<file path="config.mk">
export PLATFORM = sky130hd
export DESIGN_NAME = mem_wb_stage
export DESIGN_NICKNAME = d
export VERILOG_FILES = /design/src/rtl/pipe_pkg.sv /design/src/rtl/pipe_slot.sv /design/src/rtl/mem_wb_stage.sv
export SDC_FILE = /design/constraint.sdc
export NUM_CORES = 1
export LEC_CHECK = 0
export ABC_AREA = 1
export CAP_MARGIN = 20
export CORE_UTILIZATION = 35
export DETAILED_ROUTE_END_ITERATION = 8
export GPL_ROUTABILITY_DRIVEN = 0
export GPL_TIMING_DRIVEN = 1
export PLACE_DENSITY = 0.71
export SLEW_MARGIN = 40
export SYNTH_ARGS = -nofsm -noshare
export SYNTH_HDL_FRONTEND = slang
export SYNTH_HIERARCHICAL = 1
export SYNTH_SLANG_ARGS = --single-unit
</file>
<file path="constraint.sdc">
create_clock -name clk -period 1.3 [get_ports clk]
set_input_delay 0.195 -clock clk [delete_from_list [all_inputs] [get_ports clk]]
set_output_delay 0.195 -clock clk [all_outputs]
set_load 0.005 [all_outputs]
</file>
<file path="src/rtl/pipe_pkg.sv">
// Shared types for the MEM/WB pipeline register.
//   wb_payload_t      : packed write-back payload at the default widths (XLEN=32, RD_W=5)
//   occ_e             : slot occupancy (EMPTY, ONE, FULL)
//   NOP_INSTR_DEFAULT : instruction word shown while the output slot holds a bubble
package pipe_pkg;

  localparam logic [31:0] NOP_INSTR_DEFAULT = 32'h0000_0033;

  typedef enum logic [1:0] {EMPTY, ONE, FULL} occ_e;

  typedef struct packed {
    logic        reg_write;
    logic [1:0]  result_src;
    logic [4:0]  rd;
    logic [31:0] alu_result;
    logic [31:0] pc_plus4;
    logic [31:0] instr;
  } wb_payload_t;

endpackage

</file>
<file path="src/rtl/pipe_slot.sv">
// One payload storage slot: enable-loaded register with asynchronous active-low reset.
//   clk   : clock
//   n_rst : asynchronous active-low reset, loads RstVal
//   en    : load d on the next rising edge
//   d     : payload in
//   q     : stored payload
module pipe_slot
  import pipe_pkg::*;
#(
  parameter type T      = wb_payload_t,
  parameter T    RstVal = T'('0)
) (
  input  logic clk,
  input  logic n_rst,
  input  logic en,
  input  T     d,
  output T     q
);

  always_ff @(posedge clk or negedge n_rst) begin
    if (!n_rst) begin
      q <= RstVal;
    end else if (en) begin
      q <= d;
    end
  end

endmodule

</file>
<file path="src/rtl/mem_wb_stage.sv">
// MEM/WB pipeline register with valid/ready handshake on both sides.
// Build option: define MEM_WB_SKID_EN to add a skid slot so that ready_m is a flop output
// independent of ready_w; without it ready_m = ~valid_w | ready_w (single slot, full rate).
// Ports:
//   clk, n_rst            : clock, asynchronous active-low reset
//   flush                 : drop every held and incoming payload this cycle
//   valid_m / ready_m     : M-side handshake
//   *M                    : M-side payload fields
//   valid_w / ready_w     : W-side handshake
//   *W                    : registered payload; RegWriteW=0 and InstrW=NOP_INSTR when !valid_w
module mem_wb_stage
  import pipe_pkg::*;
#(
  parameter int unsigned      XLEN      = 32,
  parameter int unsigned      RD_W      = 5,
  parameter logic [XLEN-1:0]  NOP_INSTR = XLEN'(NOP_INSTR_DEFAULT)
) (
  input  logic            clk,
  input  logic            n_rst,
  input  logic            flush,
  input  logic            valid_m,
  output logic            ready_m,
  input  logic            RegWriteM,
  input  logic [1:0]      ResultSrcM,
  input  logic [RD_W-1:0] RdM,
  input  logic [XLEN-1:0] ALUResultM,
  input  logic [XLEN-1:0] PC_plus4M,
  input  logic [XLEN-1:0] InstrM,
  output logic            valid_w,
  input  logic            ready_w,
  output logic            RegWriteW,
  output logic [1:0]      ResultSrcW,
  output logic [RD_W-1:0] RdW,
  output logic [XLEN-1:0] ALUResultW,
  output logic [XLEN-1:0] PC_plus4W,
  output logic [XLEN-1:0] InstrW
);

  // Same layout as wb_payload_t, sized by this instance's parameters.
  typedef struct packed {
    logic            reg_write;
    logic [1:0]      result_src;
    logic [RD_W-1:0] rd;
    logic [XLEN-1:0] alu_result;
    logic [XLEN-1:0] pc_plus4;
    logic [XLEN-1:0] instr;
  } payload_t;

  localparam payload_t RstPayload = '{
    reg_write:  1'b0,
    result_src: 2'b00,
    rd:         '0,
    alu_result: '0,
    pc_plus4:   '0,
    instr:      NOP_INSTR
  };

  payload_t in_pl, o_d, o_q;
  logic     o_en;
  occ_e     occ_q, occ_d;
  logic     xfer_in, xfer_out;

  assign in_pl = '{
    reg_write:  RegWriteM,
    result_src: ResultSrcM,
    rd:         RdM,
    alu_result: ALUResultM,
    pc_plus4:   PC_plus4M,
    instr:      InstrM
  };

  assign valid_w  = (occ_q != EMPTY);
  // Flush wins over a coincident input: the payload is discarded.
  assign xfer_in  = valid_m & ready_m & ~flush;
  assign xfer_out = valid_w & ready_w;

`ifdef MEM_WB_SKID_EN
  payload_t s_q;
  logic     s_en;
  logic     ready_q;

  always_comb begin
    occ_d = occ_q;
    o_en  = 1'b0;
    o_d   = in_pl;
    s_en  = 1'b0;
    if (flush) begin
      occ_d = EMPTY;
    end else begin
      unique case (occ_q)
        EMPTY: begin
          if (xfer_in) begin
            o_en  = 1'b1;
            occ_d = ONE;
          end
        end
        ONE: begin
          if (xfer_in && xfer_out) begin
            o_en = 1'b1;
          end else if (xfer_in) begin
            // W stalled: park the new payload behind the output slot.
            s_en  = 1'b1;
            occ_d = FULL;
          end else if (xfer_out) begin
            occ_d = EMPTY;
          end
        end
        FULL: begin
          if (xfer_out) begin
            o_en  = 1'b1;
            o_d   = s_q;
            occ_d = ONE;
          end
        end
        default: occ_d = EMPTY;
      endcase
    end
  end

  pipe_slot #(
    .T      (payload_t),
    .RstVal (RstPayload)
  ) u_slot_s (
    .clk   (clk),
    .n_rst (n_rst),
    .en    (s_en),
    .d     (in_pl),
    .q     (s_q)
  );

  // Registered ready: low only while both slots are occupied.
  always_ff @(posedge clk or negedge n_rst) begin
    if (!n_rst) begin
      ready_q <= 1'b0;
    end else begin
      ready_q <= (occ_d != FULL);
    end
  end

  // ready_q is only low in FULL, where valid_w is high, so this raises ready during a flush
  // without opening it during reset.
  assign ready_m = ready_q | (flush & valid_w);
`else
  logic alive_q;

  always_comb begin
    occ_d = occ_q;
    o_d   = in_pl;
    o_en  = xfer_in;
    if (flush) begin
      occ_d = EMPTY;
    end else if (xfer_in) begin
      occ_d = ONE;
    end else if (xfer_out) begin
      occ_d = EMPTY;
    end
  end

  // Holds ready low until the first edge after reset release.
  always_ff @(posedge clk or negedge n_rst) begin
    if (!n_rst) begin
      alive_q <= 1'b0;
    end else begin
      alive_q <= 1'b1;
    end
  end

  assign ready_m = alive_q & (~valid_w | ready_w | flush);
`endif

  always_ff @(posedge clk or negedge n_rst) begin
    if (!n_rst) begin
      occ_q <= EMPTY;
    end else begin
      occ_q <= occ_d;
    end
  end

  pipe_slot #(
    .T      (payload_t),
    .RstVal (RstPayload)
  ) u_slot_o (
    .clk   (clk),
    .n_rst (n_rst),
    .en    (o_en),
    .d     (o_d),
    .q     (o_q)
  );

  assign RegWriteW  = o_q.reg_write & valid_w;
  assign ResultSrcW = o_q.result_src;
  assign RdW        = o_q.rd;
  assign ALUResultW = o_q.alu_result;
  assign PC_plus4W  = o_q.pc_plus4;
  assign InstrW     = valid_w ? o_q.instr : NOP_INSTR;

endmodule

</file>
==> impl_metrics.yaml <==
status:
  status: "complete, but fails checks"
  violations: "negative setup slack"
worst_setup_path:
  critical_path_required_ns: 1.54
  endpoint_kind: "flop"
  cp.arrival_ns: 1.85
  cp_max_fo: 6
  critPathLaunchType: "flop"
  path_class: "reg2reg"
clock_tree:
  insertion_delay_ns: 0.35
  cts_num_sinks: 106
  cts_root_buf: "clkbuf_16"
  cts_tree: "built"
  clk_pin_slew_ns: 0.08
  clk_path_buf_depth: 2
  cts-buffers-inserted: 9
  htree_levels: 3
pwr:
  swShare: 0.287
  cell_internal_pwr_uw: 6720
  ir_drop_uv: 871
  p_per_area_nw_per_um2: 1170
  p_leak_uw: 0.00451
  power.total_uw: 9420
  clkPwrFrac: 0.294
  pwr-share-comb: 0.245
  seqPwrFrac: 0.461
  p_switching_uw: 2700
finish:
  n_fill_cell: 983
  post_layout_nonfiller_instances: 951
  drive_gt1_frac: 0.305
  finalNetCount: 887
  antenna_cells: 0
  area_growth_pct: 83.7
timing:
  min_period_ns: 1.61
  fmaxAchievable_ghz: 0.621
  hold_slack_ns: 0.235
  hold_viol_final: 0
  rsz0062_at_grt: "true"
  slew_viol_final: 0
  setup_violations: 139
  finClkSkew_ns: 0.0110
  fin_ws_ns: -0.311
  min_period_over_period: 1.24
synth:
  ys_types: 14
  yosys.area.top_type_share: 0.584
  synthCells: 524
  ys_seq_elements: 106
  ys_seq_area_frac: 0.608
  synth-async-reset-ratio: 1.00
  synth.avg_cell_area_um2: 8.34
  synth.most_common_cell: "nand2_1"
  yosys_warnings: 6
  syn_nets: 633
  synthTopCellsByCount: "nand2_1 (342), dfrtp_1 (102), inv_1 (37)"
  ys.flop_type: "dfrtp_1"
  synth_area_leader_cell: "dfrtp_1"
  synth_area_leaders: "dfrtp_1 (58%), nand2_1 (29%), inv_1 (3.2%)"
  synth-edff-count: 0
  syn_area_um2: 4370
die:
  io_pins: 215
  die_y_um: 114
  die_x_um: 114
  coreArea_um2: 12100
  rows: 40
  die_area_um2: 12900
  start_util: 0.361
placement:
  port_buffers: 214
  dpl.cell_count: 895
  post-place-ws_ns: -0.276
  hpwlAfterDp_um: 8540
detailed_routing:
  viasPerCell: 4.52
  wl_um: 14800
  wl_per_cell_um: 15.5
  dr_wl_met3_um: 1320
  drt-met1-wl_um: 5740
  drc: 0
  detail-route-antenna-nets: 0
  wl_met2_um: 7380
  first_pass_iters: 4
  drt-initial-drc-count: 165
  top_layer_used: "met4"
  dr_total_vias: 4300
min_path:
  hp-class: "in2async"
global_routing:
  grt_pass1_wl_um: 21400
  grt_usage: 0.216
  grt_pass1_vias: 4266
  grt-ovfl-total: 0
  antenna_found_initial: 0
  grt_start_max_net_pins: 41
job:
  maxCapViolCount: 0
state kept, by name, indices dropped and copies added (netlist names):
| register | flops |
|---|---|
| alive_q | 1 |
| u_slot_o/q | 104 |
| occ_q | 1 |
power groups by stage:
stage          clock network [uW]  registers, uW  logic, uW
5_1_grt                      2980           4400       2520
6_report                     2770           4340       2310
4_1_cts                      2820           4240       2140
3_5_place_dp                    0           4260       2120
2_1_floorplan                   0           4250        618
3_3_place_gp                    0           4240       2080
routing by layer:
layer / global-route usage / vias to the layer above
li1: - / 2046
met1: 0.247 / 2018
met2: 0.369 / 216
met3: 0.0712 / 20
met4: 0.0930 / 0
met5: 0 / -
metrics by stage:
step                TNS [ns]  instance area (um2)  utilization
finish                -29.32                 8030        0.663
global route          -40.36                 8030        0.663
CTS                   -32.30                 7630        0.630
detailed placement    -26.96                 6710        0.554
global placement      -25.00                 6710        0.554
floorplan             -0.206                 4380            -
worst paths after layout:
| kind | startpoint | end | slack, ns | depth (start not counted) |
|---|---|---|---|---|
| max | occ_q[0] | u_slot_o/q[98] | -0.31 | 10 |
| min | n_rst | u_slot_o/q[88] | 0.23 | 2 |
| max reg2reg | occ_q[0] | u_slot_o/q[98] | -0.31 | 10 |
| min reg2reg | u_slot_o/q[4] | u_slot_o/q[4] | 0.46 | 2 |
| max in group asynchronous | n_rst | u_slot_o/q[55] | 0.55 | 3 |
| min in group clk | InstrM[0] | u_slot_o/q[0] | 0.36 | 3 |
cells by family (layout without fill, tap and decap cells):
group	after synthesis	after routing	synth area share
other	1	1	0.000858
buffers and inverters	66	325	0.0853
and+or+nand+nor	350	350	0.305
DFF	106	106	0.608
AOI/OAI and AO/OA	1	1	0.00114
area by class of cell:
cell class / instances / area [um2] / area share
timing repair buffer: 269 / 2900 / 0.361
sequential: 106 / 2660 / 0.331
multi-input combinational: 352 / 1790 / 0.223
clock buffer: 9 / 225 / 0.0281
tap: 168 / 210 / 0.0262
inverter: 39 / 164 / 0.0204
clock inverter: 7 / 76.3 / 0.00951
timing repair inverter: 1 / 8.76 / 0.00109
timing repair:
| item | 4_1_cts | 5_1_grt |
|---|---|---|
| setup buffers | 26 | 4 |
| resized for setup | 315 | 124 |
| hold endpoints to repair | 102 | 0 |
| gates cloned | 14 | 5 |
| pin swaps | 23 | 9 |
| endpoints found under the setup margin | 210 | 139 |
| hold buffers | 1 | 0 |
worst max-delay path, stage by stage (launching register included):
cell,delay (ns)
dfrtp_2,0.43
buf_6,0.13
buf_6,0.11
nand2_2,0.04
nand4_1,0.14
clkinv_4,0.16
inv_12,0.06
buf_12,0.14
clkbuf_16,0.16
nand2_2,0.07
nand2_1,0.06
cells in the final DEF (no fill, tap or decap), types with 3 or more instances in the layout:
cell and count:
dfstp_2 4, nand2_1 250, buf_12 17, buf_6 29
dfrtp_1 101, nand2_4 42, inv_6 3, inv_2 26
dlygate4sd2_1 70, buf_16 7, buf_2 15, buf_4 16
clkdlybuf4s50_1 107, nand2_2 56, clkbuf_16 14, inv_1 11
Note: power is estimated with default switching activity, not from simulation.
